===== src/rtl/pclk_monitor.sv =====
// pclk_monitor: measures the returned camera pixel clock (clk_in) in the
// clk_50 domain. Rising edges are counted over a fixed gate window and
// reported once per window; a clock-present flag drops after a run of
// cycles with no detected edge.
// Optional macro RANGE_CHECK_EN: registers an in_range flag from each new
// count (inclusive MIN_COUNT..MAX_COUNT); when undefined in_range is tied 0.
//
// state   | meaning
// --------+--------------------------------------------------
// ST_IDLE | no recent edge, clk_present=0
// ST_RUN  | edges arriving, clk_present=1 until idle timeout

module pclk_monitor #(
   parameter int GATE_CYCLES    = 50000,
   parameter int CNT_W          = 16,
   parameter int TIMEOUT_CYCLES = 256,
   parameter int MIN_COUNT      = 11000,
   parameter int MAX_COUNT      = 14000
) (
   input  logic             clk_50,
   input  logic             rst,
   input  logic             clk_in,
   output logic [CNT_W-1:0] freq_count,
   output logic             freq_valid,
   output logic             clk_present,
   output logic             in_range
);

   localparam int GW = $clog2(GATE_CYCLES);
   localparam int IW = $clog2(TIMEOUT_CYCLES + 1);
   localparam logic [GW-1:0]    GATE_LAST = GW'(GATE_CYCLES - 1);
   localparam logic [IW-1:0]    IDLE_MAX  = IW'(TIMEOUT_CYCLES);
   localparam logic [CNT_W-1:0] CNT_MAX   = '1;

   typedef enum logic {ST_IDLE = 1'b0, ST_RUN = 1'b1} state_t;

   state_t           state_q, state_d;
   logic             s1_q, s1_d, s2_q, s2_d, s3_q, s3_d;
   logic [GW-1:0]    gate_q, gate_d;
   logic [CNT_W-1:0] edge_cnt_q, edge_cnt_d;
   logic [IW-1:0]    idle_q, idle_d;
   logic [CNT_W-1:0] freq_count_q, freq_count_d;
   logic             freq_valid_q, freq_valid_d;
   logic             in_range_q, in_range_d;

   logic             edge_det;
   logic             terminal;
   logic [CNT_W-1:0] cnt_inc;

   // Synchronizer, gate/edge/idle counters and result registers next-state.
   always_comb begin
      s1_d = clk_in;
      s2_d = s1_q;
      s3_d = s2_q;

      edge_det = s2_q & ~s3_q;
      terminal = (gate_q == GATE_LAST);

      // An edge on the terminal cycle still belongs to the closing window.
      cnt_inc = (edge_det && edge_cnt_q != CNT_MAX) ? edge_cnt_q + CNT_W'(1) : edge_cnt_q;

      gate_d       = terminal ? '0 : gate_q + GW'(1);
      edge_cnt_d   = terminal ? '0 : cnt_inc;
      freq_count_d = terminal ? cnt_inc : freq_count_q;
      freq_valid_d = terminal;

      if (edge_det)
         idle_d = '0;
      else if (idle_q == IDLE_MAX)
         idle_d = idle_q;
      else
         idle_d = idle_q + IW'(1);

`ifdef RANGE_CHECK_EN
      in_range_d = terminal ? ((cnt_inc >= CNT_W'(MIN_COUNT)) && (cnt_inc <= CNT_W'(MAX_COUNT)))
                            : in_range_q;
`else
      in_range_d = 1'b0;
`endif
   end

   // Control FSM next state: an edge always wins over the idle timeout.
   always_comb begin
      state_d = state_q;
      case (state_q)
         ST_IDLE: if (edge_det) state_d = ST_RUN;
         ST_RUN:  if (!edge_det && idle_d == IDLE_MAX) state_d = ST_IDLE;
         default: state_d = ST_IDLE;
      endcase
   end

   // Control FSM outputs.
   always_comb begin
      clk_present = (state_q == ST_RUN);
   end

   // All state registers; synchronous reset has priority.
   always_ff @(posedge clk_50) begin
      if (rst) begin
         state_q      <= ST_IDLE;
         s1_q         <= 1'b0;
         s2_q         <= 1'b0;
         s3_q         <= 1'b0;
         gate_q       <= '0;
         edge_cnt_q   <= '0;
         idle_q       <= '0;
         freq_count_q <= '0;
         freq_valid_q <= 1'b0;
         in_range_q   <= 1'b0;
      end else begin
         state_q      <= state_d;
         s1_q         <= s1_d;
         s2_q         <= s2_d;
         s3_q         <= s3_d;
         gate_q       <= gate_d;
         edge_cnt_q   <= edge_cnt_d;
         idle_q       <= idle_d;
         freq_count_q <= freq_count_d;
         freq_valid_q <= freq_valid_d;
         in_range_q   <= in_range_d;
      end
   end

   assign freq_count = freq_count_q;
   assign freq_valid = freq_valid_q;
   assign in_range   = in_range_q;

endmodule


===== config.mk =====
export PLATFORM = sky130hd
export DESIGN_NAME = pclk_monitor
export DESIGN_NICKNAME = d
export VERILOG_FILES = /design/src/rtl/pclk_monitor.sv
export SDC_FILE = /design/constraint.sdc
export NUM_CORES = 1
export LEC_CHECK = 0
export CAP_MARGIN = 20
export CORE_UTILIZATION = 40
export DETAILED_ROUTE_END_ITERATION = 12
export SYNTH_ARGS = -nofsm -noshare
export SYNTH_HDL_FRONTEND = slang
export SYNTH_SLANG_ARGS = --single-unit

===== constraint.sdc =====
create_clock -name clk_50 -period 3.7 [get_ports clk_50]
set_input_delay 0.74 -clock clk_50 [delete_from_list [all_inputs] [get_ports clk_50]]
set_output_delay 0.74 -clock clk_50 [all_outputs]
set_load 0.02 [all_outputs]

Word level (Yosys, flattened, before mapping)

Index checks and enable logic that the tools add are counted.

Add/subtract/negate cells: 3
Multiply operators: 0
Divide/modulo/power cells: 0
Order comparisons: 0
Equality and inequality tests: 4
Shift operators: 0
Multiplexer cells: 6
Bitwise operators: 3
Reductions and logical operators: 4

Operator list:

| operator                                                         | count |
|---|---|
| 16-bit by 1-bit adder with 16-bit output (second input constant) | 2 |
| 9-bit == test (second input constant)                            | 2 |
| 9-bit 2-to-1 mux                                                 | 2 |
| 16-bit == test (second input constant)                           | 1 |
| 16-bit 2-to-1 mux                                                | 1 |
| 16-bit != test (second input constant)                           | 1 |
| 9-bit by 1-bit adder with 9-bit output (second input constant)   | 1 |
| 1-bit logical AND                                                | 2 |
| 1-bit 2-to-1 mux                                                 | 2 |
| 1-bit NOT                                                        | 2 |
| 1-bit one-hot mux with 2 select lines                            | 1 |
| 2-bit OR reduction                                               | 1 |
| 1-bit bitwise AND                                                | 1 |
| 1-bit zero test                                                  | 1 |

Register bits after elaboration: 62
Bits in latches: 0
Memory bits (writable): 0
Memory bits (read-only): 0
Input bits: 3
Output and inout port bits: 19
Memories: 0

Longest topological paths before layout

Word-level depth: 7
Gate-level depth with buffers: 7
Gate-level depth less buffers: 7

Least setup slack after synthesis

OpenSTA, ideal clock, no wires.

Path kind: register to register
Start point: reg gate_q[4]
End point: reg freq_count_q[4], in the netlist freq_count[4]
Library setup time: 0.071 ns
Arrival: 1.980 ns
Required time: 3.629 ns
Setup slack: 1.649 ns
Cell stages (with the launch flop): 6
Buffers on the path: 1
Clock period less this slack: 2.051 ns
Cell sequence: dfxtp_1 or4b_4 or4_1 buf_2 or3_1 a21oi_1

Longest elaborated chain between the ends: 1

RTL lines:

| what                   | RTL line | source |
|---|---|---|
| start, declared        | 39       | `logic [GW-1:0] gate_q, gate_d;` |
| start signal, assigned | 115      | `gate_q <= gate_d;` |
| 16-bit == test         | 57       | `terminal = (gate_q == GATE_LAST);` |
| end signal, assigned   | 118      | `freq_count_q <= freq_count_d;` |
| end, declared          | 42       | `logic [CNT_W-1:0] freq_count_q, freq_count_d;` |

No other way between the ends.
A chain may end at the register's enable or synchronous reset.

Final worst setup path

Start point: reg edge_cnt_q[0]
End point: reg freq_count_q[1], in the netlist freq_count[1]

Longest elaborated chain between the ends: 3
Elaborated cells between the ends (all ways): 4
Classes of those cells: add/sub (1); eq/ne (1); mux (1); reduce/logical (1)

RTL lines:

| what                                                                             | RTL line | source |
|---|---|---|
| start, declared                                                                  | 40       | `logic [CNT_W-1:0] edge_cnt_q, edge_cnt_d;` |
| start signal, assigned                                                           | 116      | `edge_cnt_q <= edge_cnt_d;` |
| branches (longest 2 deep; another with 16-bit by 1-bit adder with 16-bit output) | -        |  |
| 16-bit 2-to-1 mux (*)                                                            | 60       | `cnt_inc = (edge_det && edge_cnt_q != CNT_MAX) ? edge_cnt_q + CNT_W'(1) : edge_cnt_q;` |

Every way passes the cells marked *.

==> results.json <==
{
  "status": "completed",
  "syn-mean-instance-area_um2": 8.69,
  "cts_setup_buffers": 0,
  "r2r_end": "freq_count[1]",
  "end_kind": "register",
  "peakVddDrop_v": 0.000225,
  "final.period_utilization_pct": 61.7,
  "gp_congestion": 0.791,
  "nets": 333,
  "final_cell_mix": "62 x dfxtp_1, 51 x nor2_1, 21 x xnor2_1, 20 x clkdlybuf4s50_1",
  "grt_pass1_wl_um": 9070,
  "insertion_delay_ns": 0.35,
  "gr-total-overflow": 0,
  "hold_ws_ns": 0.445,
  "syn_to_final_growth_pct": 17.6,
  "io_pins": 22,
  "synth_area_leaders": "dfxtp_1 46%, nor2_1 7.2%, xnor2_1 6.9%, a211oi_1 4.2%, xor2_1 3.3%",
  "ys_types": 38,
  "worstReg2RegStart": "edge_cnt_q[0]",
  "power_mw": 1.38,
  "grt_util_all_layers_pct": 16.6,
  "ctsHoldBuffers": 0,
  "hold_path.startpoint": "s1_q",
  "drv_cap": 0,
  "rsz0062_at_grt": "no",
  "fin_tns_setup_ns": 0,
  "clk_path_buf_depth": 2,
  "grt_max_degree": 32,
  "setup_viol": 0,
  "die_y_um": 83.8,
  "holdCritPathClass": "reg2reg",
  "cts_resized": 0,
  "crit_type": "reg2reg",
  "cp_top_family": "simple AND/OR/NAND/NOR gates",
  "required_ns": 3.97,
  "first_pass_iters": 4,
  "core_area_um2": 6390,
  "synth_ff_type": "dfxtp_1",
  "grt_antenna_before_repair": 0,
  "max-slew-margin-rel_pct": 37.3,
  "ys_ff_latch": 62,
  "clock.fmax_mhz": 438,
  "slew_viol_final": 0,
  "layout_commonest_cell": "dfxtp_1",
  "first_global_vias": 1951,
  "yosysTopAreaCell": "dfxtp_1",
  "yosysWarnings": 0,
  "cts_sinks": 62,
  "crit_slowest_cell": "nor4_1",
  "h-tree-depth": 3,
  "vias": 2112,
  "syn_inst": 308,
  "power.leakage_nw": 1.06,
  "numCtsBuffers": 9,
  "finalHoldViolCount": 0,
  "r2r_setup_slack_ns": 1.42,
  "p_per_area_nw_per_um2": 438,
  "r2r_cells": 6,
  "crit_buf_inv": 0,
  "start_util_pct": 41.9,
  "holdPathStages": 1,
  "cts_tree": "built",
  "async_reset_ff_share_pct": 0,
  "finalCriticalPeriod_ns": 2.28,
  "die_area_um2": 7020,
  "drive_gt1_share_pct": 6.95,
  "drc_errors": 0,
  "ys_seq_area_share_pct": 46.4,
  "clk_pin_slew_ns": 0.07,
  "root_buffer": "clkbuf_8",
  "avgViaCountPerCell": 5.18,
  "critPathMaxStageDelay_ns": 0.82,
  "dp_hpwl_um": 3570,
  "drt-initial-drc-count": 153,
  "syn_area_um2": 2680,
  "worst_slew_pin_slew_ns": 0.931,
  "rows": 29,
  "die_x_um": 83.8,
  "cp_data_arrival_time_ns": 2.55,
  "yosys.area.top_type_share_pct": 46.4,
  "synth_edf_count": 0,
  "hold_end": "s2_q",
  "syn-num-nets": 315,
  "start_kind": "register",
  "diodes": 0,
  "skew_ns": 0.00819,
  "postRouteAntennaNets": 0,
  "wirelength_um": 5270,
  "path_max_fanout": 6,
  "port_buffers": 20,
  "wire_per_inst_um": 12.9,
  "crit_chain": "ha_1 > nand4_1 > nor4_1 > nor2_1 > mux2i_1 > a211oi_1"
}
-- stage by stage --
stage	instances	area [um^2]	utilization (%)	worst slack (ns)
after CTS	408	3150	49.3	1.41
after global placement	392	2930	45.9	1.39
after detailed placement	392	2930	45.9	1.34
final	408	3150	49.3	1.42
after global routing	408	3150	49.3	1.05
after floorplan	308	2680	-	1.65
-- where the power goes --
group          internal [mW]  switching, mW  total (mW)
clock network          0.396          0.255       0.651
logic                 0.0169         0.0262      0.0431
registers              0.676        0.00840       0.684
total                   1.09          0.290        1.38
-- worst reg2reg max path, cell delays in order (launching register included) --
cell	delay [ns]
dfxtp_1	0.39
ha_1	0.23
nand4_1	0.14
nor4_1	0.82
nor2_1	0.19
mux2i_1	0.20
a211oi_1	0.23
-- routing by layer --
metal | track usage, % | wire, um
met5 | 0 | 0
met1 | 21.2 | 2660
met2 | 24.7 | 2280
met4 | 9.71 | 109
met3 | 5.04 | 212
-- Yosys cell counts (9+ instances only) --
master and n:
nand2_1 15, xor2_1 10, a211oi_1 15, dfxtp_1 62, inv_1 9, nor3_1 13, nand4_1 9, or3_1 9
nor2_1 51, a21oi_1 10, nand3_1 14, clkbuf_1 10, xnor2_1 21
-- worst max-delay path by stage --
stage / depth (start not counted) / endpoint / from / slack (ns)
floorplan: 5 / freq_count[4] / gate_q[4] / 1.65
global placement: 4 / gate_q[13] / rst / 1.39
detailed placement: 4 / gate_q[5] / rst / 1.34
CTS: 6 / freq_count[1] / edge_cnt_q[0] / 1.41
global route: 6 / freq_count[1] / edge_cnt_q[0] / 1.05
finish: 6 / freq_count[1] / edge_cnt_q[0] / 1.42
-- layout make-up --
cell class | instances | area, um^2
Clock inverter | 4 | 70.1
Timing Repair Buffer | 23 | 223
Inverter | 9 | 33.8
Fill cell | 611 | 3240
Clock buffer | 12 | 145
Sequential cell | 62 | 1240
Tap cell | 77 | 96.3
Multi-Input combinational cell | 221 | 1340
-- registers in the layout (all words and copies together), names as in the netlist --
register,flops
freq_valid,1
edge_cnt_q,16
clk_present,1
s2_q,1
s3_q,1
gate_q,16
idle_q,9
freq_count,16
s1_q,1
-- cell families after synthesis --
| logic type | count (synthesis) | share of synthesized area [%] |
|---|---|---|
| xor gates and xnor gates | 31 | 10.1 |
| DFF | 62 | 46.4 |
| muxes | 1 | 0.374 |
| and+or+nand+nor | 145 | 27.8 |
| buffers and inverters | 25 | 3.84 |
| other | 1 | 0.140 |
| AOI/OAI and AO/OA | 39 | 9.45 |
| adders and majority gates | 4 | 1.87 |
Power figures use the tool's default switching activity.
